<file path="src/rtl/sram_word_ctrl.sv">
// sram_word_ctrl: single-request access sequencer for the 32-word SRAM macro.
// Walks each request through SETUP -> ACCESS (ACCESS_CYC cycles) -> HOLD and
// drives the word-line decoder and bit-line strobes from registered outputs.
//
// Handshake: a request transfers on a rising edge where req_valid && req_ready.
// req_ready is high only in IDLE; the requester holds the request stable until
// that edge, and nothing is accepted or queued while the controller is busy.
// rsp_valid is a single-cycle pulse in HOLD for reads; there is no back-pressure.
module sram_word_ctrl #(
  parameter int DATA_W     = 8,
  parameter int ACCESS_CYC = 2   // word-line enabled cycles, 1..15
) (
  input  logic              clk,
  input  logic              rst_n,
  input  logic              req_valid,
  output logic              req_ready,
  input  logic              req_we,
  input  logic [4:0]        req_addr,
  input  logic [DATA_W-1:0] req_wdata,
  output logic              rsp_valid,
  output logic [DATA_W-1:0] rsp_rdata,
  output logic [4:0]        dec_sel,
  output logic              dec_en,
  output logic              arr_we,
  output logic [DATA_W-1:0] arr_wdata,
  input  logic [DATA_W-1:0] arr_rdata,
  output logic              busy,
  output logic [1:0]        dbg_state
);

  typedef enum logic [1:0] {
    S_IDLE   = 2'd0,
    S_SETUP  = 2'd1,
    S_ACCESS = 2'd2,
    S_HOLD   = 2'd3
  } state_t;

  // Counter counts down to zero so that zero marks the last ACCESS cycle.
  localparam logic [3:0] CNT_LOAD = 4'(ACCESS_CYC - 1);

  state_t              r_state;
  state_t              w_next;
  logic                r_we;
  logic [3:0]          r_cnt;
  logic [4:0]          r_dec_sel;
  logic                r_dec_en;
  logic                r_arr_we;
  logic [DATA_W-1:0]   r_arr_wdata;
  logic                r_rsp_valid;
  logic [DATA_W-1:0]   r_rsp_rdata;
  logic                w_accept;
  logic                w_last_access;

  assign w_accept      = (r_state == S_IDLE) && req_valid;
  assign w_last_access = (r_state == S_ACCESS) && (r_cnt == 4'd0);

  // State register.
  always_ff @(posedge clk or negedge rst_n) begin
    if (!rst_n) r_state <= S_IDLE;
    else        r_state <= w_next;
  end

  // Next-state decode; ACCESS exits when the countdown has reached zero.
  always_comb begin
    w_next = r_state;
    case (r_state)
      S_IDLE:   if (req_valid)     w_next = S_SETUP;
      S_SETUP:                     w_next = S_ACCESS;
      S_ACCESS: if (w_last_access) w_next = S_HOLD;
      S_HOLD:                      w_next = S_IDLE;
      default:                     w_next = S_IDLE;
    endcase
  end

  // Request latch: address and write data are captured only on the accept edge,
  // so dec_sel can never move while the word line is enabled.
  always_ff @(posedge clk or negedge rst_n) begin
    if (!rst_n) begin
      r_we        <= 1'b0;
      r_dec_sel   <= 5'd0;
      r_arr_wdata <= '0;
    end else if (w_accept) begin
      r_we        <= req_we;
      r_dec_sel   <= req_addr;
      r_arr_wdata <= req_we ? req_wdata : '0;
    end
  end

  // Access countdown: loaded in SETUP, decremented in ACCESS, saturates at 0.
  always_ff @(posedge clk or negedge rst_n) begin
    if (!rst_n)                                      r_cnt <= 4'd0;
    else if (r_state == S_SETUP)                     r_cnt <= CNT_LOAD;
    else if (r_state == S_ACCESS && r_cnt != 4'd0)   r_cnt <= r_cnt - 4'd1;
  end

  // Strobes registered from the next state so they are glitch-free and
  // aligned exactly with the ACCESS / HOLD cycles.
  always_ff @(posedge clk or negedge rst_n) begin
    if (!rst_n) begin
      r_dec_en    <= 1'b0;
      r_arr_we    <= 1'b0;
      r_rsp_valid <= 1'b0;
    end else begin
      r_dec_en    <= (w_next == S_ACCESS);
      r_arr_we    <= (w_next == S_ACCESS) && r_we;
      r_rsp_valid <= (w_next == S_HOLD) && !r_we;
    end
  end

  // Read capture on the edge that closes the last ACCESS cycle, while the
  // word line is still enabled; held until the next read.
  always_ff @(posedge clk or negedge rst_n) begin
    if (!rst_n)                        r_rsp_rdata <= '0;
    else if (w_last_access && !r_we)   r_rsp_rdata <= arr_rdata;
  end

  assign req_ready = (r_state == S_IDLE);
  assign busy      = (r_state != S_IDLE);
  assign dec_sel   = r_dec_sel;
  assign dec_en    = r_dec_en;
  assign arr_we    = r_arr_we;
  assign arr_wdata = r_arr_wdata;
  assign rsp_valid = r_rsp_valid;
  assign rsp_rdata = r_rsp_rdata;
  assign dbg_state = r_state;

endmodule

</file>
<file path="config.mk">
export PLATFORM = sky130hd
export DESIGN_NAME = sram_word_ctrl
export DESIGN_NICKNAME = d
export VERILOG_FILES = /design/src/rtl/sram_word_ctrl.sv
export SDC_FILE = /design/constraint.sdc
export NUM_CORES = 1
export LEC_CHECK = 0
export ABC_CLOCK_PERIOD_IN_PS = 2900
export CORE_UTILIZATION = 40
export DETAILED_ROUTE_END_ITERATION = 6
export GPL_TIMING_DRIVEN = 0
export PLACE_DENSITY = 0.75
export SLEW_MARGIN = 10
export SYNTH_ARGS = -nofsm -noshare
export SYNTH_HDL_FRONTEND = slang
export SYNTH_SLANG_ARGS = --single-unit
</file>
<file path="constraint.sdc">
create_clock -name clk -period 2.9 [get_ports clk]
set_clock_uncertainty 0.15 [all_clocks]
set_input_delay 0.58 -clock clk [delete_from_list [all_inputs] [get_ports clk]]
set_output_delay 0.58 -clock clk [all_outputs]
set_load 0.02 [all_outputs]
</file>
==> impl.org, run 1 <==
** Run status
- Outcome :: complete, no violations

** Clock network
- The number of hold buffers added after CTS was 0.
- Buffer depth of the longest clock path :: 2
- Clock tree synthesis found a total of 31 sinks.
- Quantity of gates resized following cts :: 0
- CTS Buf Count :: 5
- At the later pin of the worst-skew pair, clock insertion delay measures about 320 ps.
- Postcts setup bufs :: 0
- Deepest level of the CTS H-tree :: 2
- TritonCTS clock tree :: built
- Clock Pin Slew Worst Setup and Hold Paths :: 90 ps
- CTS Root Buffer Type :: sky130_fd_sc_hd__clkbuf_4

** Die
- Die footprint :: approximately 3500 µm²
- Top-Level Pins :: 53
- The die is between 50 and 60 µm tall.
- Width of the chip :: a little under 60 µm
- Cell Rows :: 20
- In this run the standard cell core region covers roughly 3100 µm².
- The initial utilization of the core area, before any placement, comes to between 40% and 50%.

** Timing
- The number of pins with negative max-slew slack in the final report is 0.
- In this run the tightest slew margin relative to its limit is 56.0%.
- Final critical-path share of the clock period :: between 80% and 90%
- Setup slack on the critical path of the routed design comes to 380 ps.
- Final Critical Period :: approximately 2500 ps
- In the final timing run, aggregate negative setup slack is 0 ps.
- Derived from the worst setup path, the maximum achievable clock frequency is slightly below 400 MHz.
- Setup violations remaining at the end of the flow were counted as 0.
- Transition time at the pin with the least slew margin :: ~660 ps
- Hold Fails Final Rpt :: 0
- RSZ-0062 raised after global routing :: false

** Placement
- In this run the tool buffered the top-level ports with around 50 buffer cells.
- Detailed placement ended at an HPWL of 2010 µm.
- At the end of routability-driven placement, the weighted congestion stood at 0.715.
- Dpl ws :: approximately 600 ps

** GRT
- For met3 alone, demand over resource in global routing was 7.86%.
- After global routing the overflow that remains totals 0.
- The number of global-route vias before repair is just over 1000.
- Global routing consumed, on the met2 layer, between 20% and 30% of the routing resources.
- Number of antenna violations at the first check in global routing :: 0
- Global Route Usage Sum :: 17.7%
- Global routing met1 resource utilization :: a little over a fifth
- After global routing, the most crowded layer is met2.
- Wire length of the first global-routing pass :: approximately 4500 µm
- Entering global routing, the biggest net connects 32 pins.

** Synthesis
- Combined area of all synthesized cells :: 1300 µm²
- The share of synthesized area in the top cell type comes to between 50% and 60%.
- Post-Syn Area per Cell :: 12.0 µm²
- Count of unique library cells instantiated by Yosys :: 25
- Counting every net in the synthesized netlist gives ~140.
- After technology mapping, the gate count stands at about 110.
- Yosys printed 0 warnings.
- After synthesis, the cell types taking the most area are sky130_fd_sc_hd__dfrtp_1, sky130_fd_sc_hd__mux2_2, sky130_fd_sc_hd__nand2_1.
- Of the synthesized area, sequential elements account for between 50% and 60%.
- Cell taking the most area after synthesis :: sky130_fd_sc_hd__dfrtp_1
- After synthesis the netlist holds a flip-flop and latch count of 31.

** Pwr
- Sequential cells account for a little over a third of the total power.
- The worst-case IR drop observed on VDD is between 400 and 500 µV.
- Power density over cell area :: about 1100 nW/µm²
- Switching share of total power :: a little under two fifths
- Int Power :: approximately 1.3 mW
- In this run the static leakage power is roughly 0.83 nW.
- P_sw :: 0.785 mW
- Clock network power share :: around 11%
- Share of total power in combinational logic :: a little over half
- Power comes to approximately 2.1 mW.

** Worst setup path
- WS Path Type :: flip-flop to output pin
- Critical path capture point type :: output pin
- Worst reg-to-reg setup slack :: 620 ps
- The endpoint identified for the worst register-to-register timing path is rsp_rdata[1].
- Data arrival time of the critical path :: roughly 1800 ps
- In this run the worst path has a maximum fanout of 5.
- The startpoint identified for the worst register-to-register timing path is r_cnt[0].
- Launching element type of the critical path :: flip-flop
- Worst Path Buf+Inv :: 3
- The largest individual stage delay along the critical path comes from the cell sky130_fd_sc_hd__clkdlybuf4s50_1.
- Critical Path, Cell by Cell :: inv_1 -> ha_1 -> inv_1 -> clkdlybuf4s50_1
- Worst Path Required :: 2170 ps
- In this design, the critical path's most frequently occurring cell is sky130_fd_sc_hd__inv_1.
- The largest single stage delay on the critical path is 600 ps.
- For the worst flop-to-flop path, the logic depth is 6.
- Grouping stages by cell kind, the critical path spends the most delay in buffers and inverters.

** Run
- Count of max-cap constraint violations :: 0

** Routing
- Antenna-violating nets left :: 0
- After detailed routing, the number of vias per cell comes to between 4 and 5.
- Via count :: ~1000
- After detailed routing, the average wire length per cell comes to ~12 µm.
- Initial DRC count :: 13
- Final routed wirelength across all metal layers :: 2610 µm
- Router iterations before antenna repair :: 4
- DRC violation count after routing :: 0

** Finish
- The post-route netlist has 13.7% of its cells at a drive strength greater than 1.
- The multi-input combinational cells in the finished layout cover a total of 489 µm².
- Ant. Diodes :: 0
- The sequential cells in the finished layout cover a total of a little under 800 µm².
- Filler Cells Inserted :: between 200 and 300
- At the end of the flow, the number of nets in the layout was 197.
- Leaving out fill and tap cells, the most frequent cells in the layout are sky130_fd_sc_hd__clkdlybuf4s50_1, sky130_fd_sc_hd__dfrtp_1, sky130_fd_sc_hd__nand2_1, sky130_fd_sc_hd__mux2_2, sky130_fd_sc_hd__o21ai_0.
- The library cell used most frequently in the layout, excluding fill and tap cells, is sky130_fd_sc_hd__clkdlybuf4s50_1.
- Layout overhead on the synthesized area :: 46.8%
- Final design utilization :: about 62%

** Worst hold path
- Path type of the worst min-delay path :: primary input to async pin
## sequential cells by signal, indices dropped and copies added, names as in the netlist
register / cells
arr_wdata: 8
arr_we: 1
dbg_state: 2
dec_en: 1
dec_sel: 5
r_cnt: 4
r_we: 1
rsp_rdata: 8
rsp_valid: 1
## stage by stage
step	hold WS [ps]	std cells	cell area [µm²]
after floorplan	134	109	1300
after global placement	315	204	1870
after detailed placement	331	204	1860
after CTS	143	212	1910
after global routing	160	212	1910
final	125	212	1910
## Yosys cell counts
| library cell | number |
|---|---|
| sky130_fd_sc_hd__nor2_1 | 5 |
| sky130_fd_sc_hd__nor3b_4 | 1 |
| sky130_fd_sc_hd__mux2_1 | 1 |
| sky130_fd_sc_hd__nor3b_1 | 1 |
| sky130_fd_sc_hd__o21bai_1 | 1 |
| sky130_fd_sc_hd__clkbuf_1 | 3 |
| sky130_fd_sc_hd__a311oi_2 | 1 |
| sky130_fd_sc_hd__and2_1 | 1 |
| sky130_fd_sc_hd__dfrtp_1 | 31 |
| sky130_fd_sc_hd__o31ai_1 | 1 |
| sky130_fd_sc_hd__ha_1 | 5 |
| sky130_fd_sc_hd__a211o_1 | 1 |
| sky130_fd_sc_hd__buf_2 | 1 |
| sky130_fd_sc_hd__a21oi_1 | 2 |
| sky130_fd_sc_hd__o21ai_0 | 8 |
| sky130_fd_sc_hd__nor4b_1 | 1 |
| sky130_fd_sc_hd__mux2_2 | 13 |
| sky130_fd_sc_hd__nand2_1 | 20 |
| sky130_fd_sc_hd__or3b_1 | 1 |
| sky130_fd_sc_hd__nand3_1 | 1 |
| sky130_fd_sc_hd__and3b_1 | 1 |
| sky130_fd_sc_hd__inv_1 | 6 |
| sky130_fd_sc_hd__nor2b_1 | 1 |
| sky130_fd_sc_hd__mux2i_1 | 1 |
| sky130_fd_sc_hd__and3_1 | 1 |
## cell type report
type	instances	share of cell area [%]
Buffer	4	0.850
Clock buffer	7	2.35
Clock inverter	1	0.261
Inverter	6	1.18
Multi-Input combinational cell	68	25.6
Sequential cell	31	40.5
Tap cell	44	2.88
Timing Repair Buffer	51	26.4
## how the worst max path moves through the flow
stage | slack, ps | depth (start not counted) | from | to
2_1_floorplan | 830 | 6 | r_cnt[0] | rsp_rdata[1]
3_3_place_gp | 580 | 1 | rst_n | dec_sel[1]
3_5_place_dp | 610 | 6 | r_cnt[0] | rsp_rdata[1]
4_1_cts | 340 | 4 | dbg_state[0] | busy
5_1_grt | 220 | 4 | dbg_state[0] | busy
6_report | 380 | 4 | dbg_state[0] | busy
## routing by layer
metal / wire length [µm] / vias up
met1: 1080 / 483
met4: 47 / 0
met2: 1270 / 40
met5: 0 / -
met3: 212 / 7
li1: - / 481
## cell families after synthesis
group / synth area share [%]
flops: 59.5
simple gates: 13.1
buf+inv: 2.97
fa+ha+maj: 4.80
mux: 12.9
compound gates: 6.81
## power by group through the flow
stage	sequential [mW]	combinational [mW]	clock, mW
floorplan	0.933	0.413	0
global placement	0.733	1.07	0
finish	0.735	1.09	0.231
global route	0.762	1.17	0.265
detailed placement	0.744	1.10	0
CTS	0.738	1.10	0.243
No activity file was read; power rests on OpenSTA's default activity.
==> inputs of run 2 (changes only) <==
SLEW_MARGIN = 20   (was 10)
==> results of run 2 <==
Same layout as run 1: the final DEF is identical, and so are final timing and power.
==> inputs of run 3 (changes only) <==
--- a/config.mk
+++ b/config.mk
@@ -11,3 +11,4 @@
 export GPL_TIMING_DRIVEN = 0
-export PLACE_DENSITY = 0.75
+export PLACE_DENSITY = 0.8
+export SKIP_CTS_REPAIR_TIMING = 1
 export SLEW_MARGIN = 20
--- a/constraint.sdc
+++ b/constraint.sdc
@@ -4,2 +4,2 @@
 set_output_delay 0.58 -clock clk [all_outputs]
-set_load 0.02 [all_outputs]
+set_load 0.1 [all_outputs]
==> run 3 against run 2 <==
  * Final area increased by 2.1%
  * Global-route usage increased by 0.15 points
  * Count of clock-buffer cells in the layout increased by 1
  * First-iteration DRC count decreased by 7.7%
  * Cell count unchanged
  * Register-to-register slack about the same
  * Core utilization increased by 1.3 points
  * Routed wire length increased by 4.1%
  * Sequential share of layout area decreased by 0.83 points
==> impl.org, run 3 (synthesized netlist as in run 1, its figures left out) <==
** Timing
- The worst slew margin relative to its limit came to 32.6% (-23 points).
- Final Critical Period :: 2640 ps (+115 ps)
- Pins over their slew limit :: 0 (unchanged)
- The slew of the pin with the lowest slew margin came to 1010 ps (+349 ps).
- Highest clock rate :: 379 MHz (-4.4%)
- The share of the clock period used by the worst path after layout is 90.9% (+4.0 points).
- Hold Slack :: 123 ps (-1.54 ps)
- Hold Fails Final Rpt :: 0 (unchanged)
- Final setup violation count :: 0 (unchanged)
- Setup repair after global routing left no endpoint under its margin.

** Routing
- The length of the first detailed-routing pass in iterations is 3 (-1).
- The number of vias per cell was 4.74 (-0.59%).
- Antenna-violating nets left :: 0 (unchanged)
- The detail-routed net length per standard cell came to 12.8 µm (+4.1%).
- Initial DRC count :: 12 (-1)
- Final routed wirelength across all metal layers :: 2720 µm (+4.1%)
- The number of remaining DRC errors was 0 (unchanged).
- Via count :: 1005 (-0.59%)

** Finish
- The utilization after layout is 63.5% (+1.3 points).
- The final antenna diode count is 0 (unchanged).
- The count of filler cells inserted in the layout came to 242 (-9.0%).
- Layout overhead on the synthesized area :: 49.9%
- Leaving out fill and tap cells, the most frequent cell in the layout is sky130_fd_sc_hd__clkdlybuf4s50_1.
- # nets final :: 197 (unchanged)
- The number of standard cells in the layout, taps in and fillers out is 212 (unchanged).
- Highest-count cells in the layout ignoring fill and taps :: sky130_fd_sc_hd__clkdlybuf4s50_1, sky130_fd_sc_hd__dfrtp_1, sky130_fd_sc_hd__nand2_1, sky130_fd_sc_hd__mux2_2, sky130_fd_sc_hd__o21ai_0
- The layout cell share with drive strength beyond 1 was 15.5% (+1.8 points).

** Worst setup path
- The number of buffer and inverter instances along the worst setup path was 1 (-2).
- The largest incremental delay on the critical path was 1160 ps (+560 ps).
- Crit Path Max Fanout :: 4 (-1)
- Critical Path, Cell by Cell :: clkdlybuf4s50_1
- Critical path capture point type :: output pin
- STA classifies the critical path startpoint as a flip-flop.
- On the critical path, the stage with the largest delay is an instance of sky130_fd_sc_hd__clkdlybuf4s50_1.
- Worst reg-to-reg setup slack :: 620 ps (about the same)
- R2R depth :: 6 (unchanged)
- Data arrival time of the critical path :: 1910 ps (+120 ps)
- The critical path in this run is classified as flip-flop to output pin.
- Reg-to-reg critical path startpoint :: r_cnt[0]
- Worst Path Required :: 2170 ps (about the same)
- The worst register-to-register path ends at rsp_rdata[6].
- CP top delay family :: buffers and inverters

** Clock network
- CTS Root Buffer Type :: sky130_fd_sc_hd__clkbuf_4
- The total number of clock tree sinks came to 31 (unchanged).
- The clock-pin slew on the worst setup and hold paths was 90 ps (about the same).
- TritonCTS built the clock tree.
- Buffer depth of the longest clock path :: 2 (unchanged)
- The latest clock arrival within the worst-skew pair is 330 ps (about the same).
- Deepest level of the CTS H-tree :: 2 (unchanged)
- The total CTS buffers is 5 (unchanged).

** Placement
- Number of buffers inserted by port buffering :: 51 (unchanged)
- The placed wire-length estimate after detailed placement came to 2020 µm (+0.36%).
- The post-placement cell count was 204 (unchanged).
- The routability congestion estimate from global placement came to 0.698 (-2.5%).

** GRT
- Via count of the first global-routing pass :: 984 (-3.2%)
- The maximum number of pins on one net before global-route repair came to 32 (unchanged).
- The combined global-route utilization of all metal layers came to 17.9% (+0.15 points).
- Wire length of the first global-routing pass :: 4450 µm (-0.63%)
- Number of antenna violations at the first check in global routing :: 0 (unchanged)
- Remaining global-route overflow :: 0 (unchanged)

** Worst hold path
- The path class of the tightest hold or removal check is primary input to async pin.

** Die
- Width of the chip :: 59.1 µm (unchanged)
- The die footprint was 3490 µm² (unchanged).
- Top-Level Pins :: 53 (unchanged)
- Starting density of the core :: 42.4% (unchanged)
- Area of the core :: 3080 µm² (unchanged)
- The number of core rows is 20 (unchanged).
- Die Span Y :: 59.1 µm (unchanged)

** Run status
- The flow ran to the end, and the final reports show no timing, DRC or antenna violations.

** Run
- The max-capacitance violation count came to 0 (unchanged).
-- run 3: metrics by stage --
step	setup slack (ps)	TNS, ps	area (µm²)
6_report	265	0	1950
3_5_place_dp	286	0	1880
5_1_grt	216	0	1950
4_1_cts	-108	-197	1950
3_3_place_gp	297	0	1890
2_1_floorplan	83.5	0	1320
-- run 3: area by class of cell --
cell class	instances	area, µm²	share of cell area (%)
tap	44	55.1	2.82
multi-input combinational	68	502	25.7
sequential	31	776	39.7
inverter	6	26.3	1.34
buffer	4	16.3	0.832
clock buffer	8	68.8	3.52
timing repair buffer	51	510	26.1
-- run 3: worst max-delay path by stage --
stage,startpoint,endpoint,cells past startpoint
5_1_grt,dbg_state[0],busy,4
6_report,dbg_state[0],dbg_state[0],1
3_3_place_gp,dbg_state[0],busy,4
2_1_floorplan,dbg_state[0],rsp_valid,5
4_1_cts,dbg_state[0],busy,4
3_5_place_dp,dbg_state[0],busy,4
-- run 3: routing by layer --
metal / share of wire [%] / global-route usage [%] / vias to the layer above
met1: 40 / 19.7 / 474
met5: 0 / 0 / -
met2: 47 / 28.7 / 44
li1: - / - / 478
met4: 3.0 / 10.2 / 0
met3: 9.5 / 7.86 / 9
Power of run 3 is not shown: default switching activity piles up to over one toggle a cycle in this logic, so the estimate is an artifact.
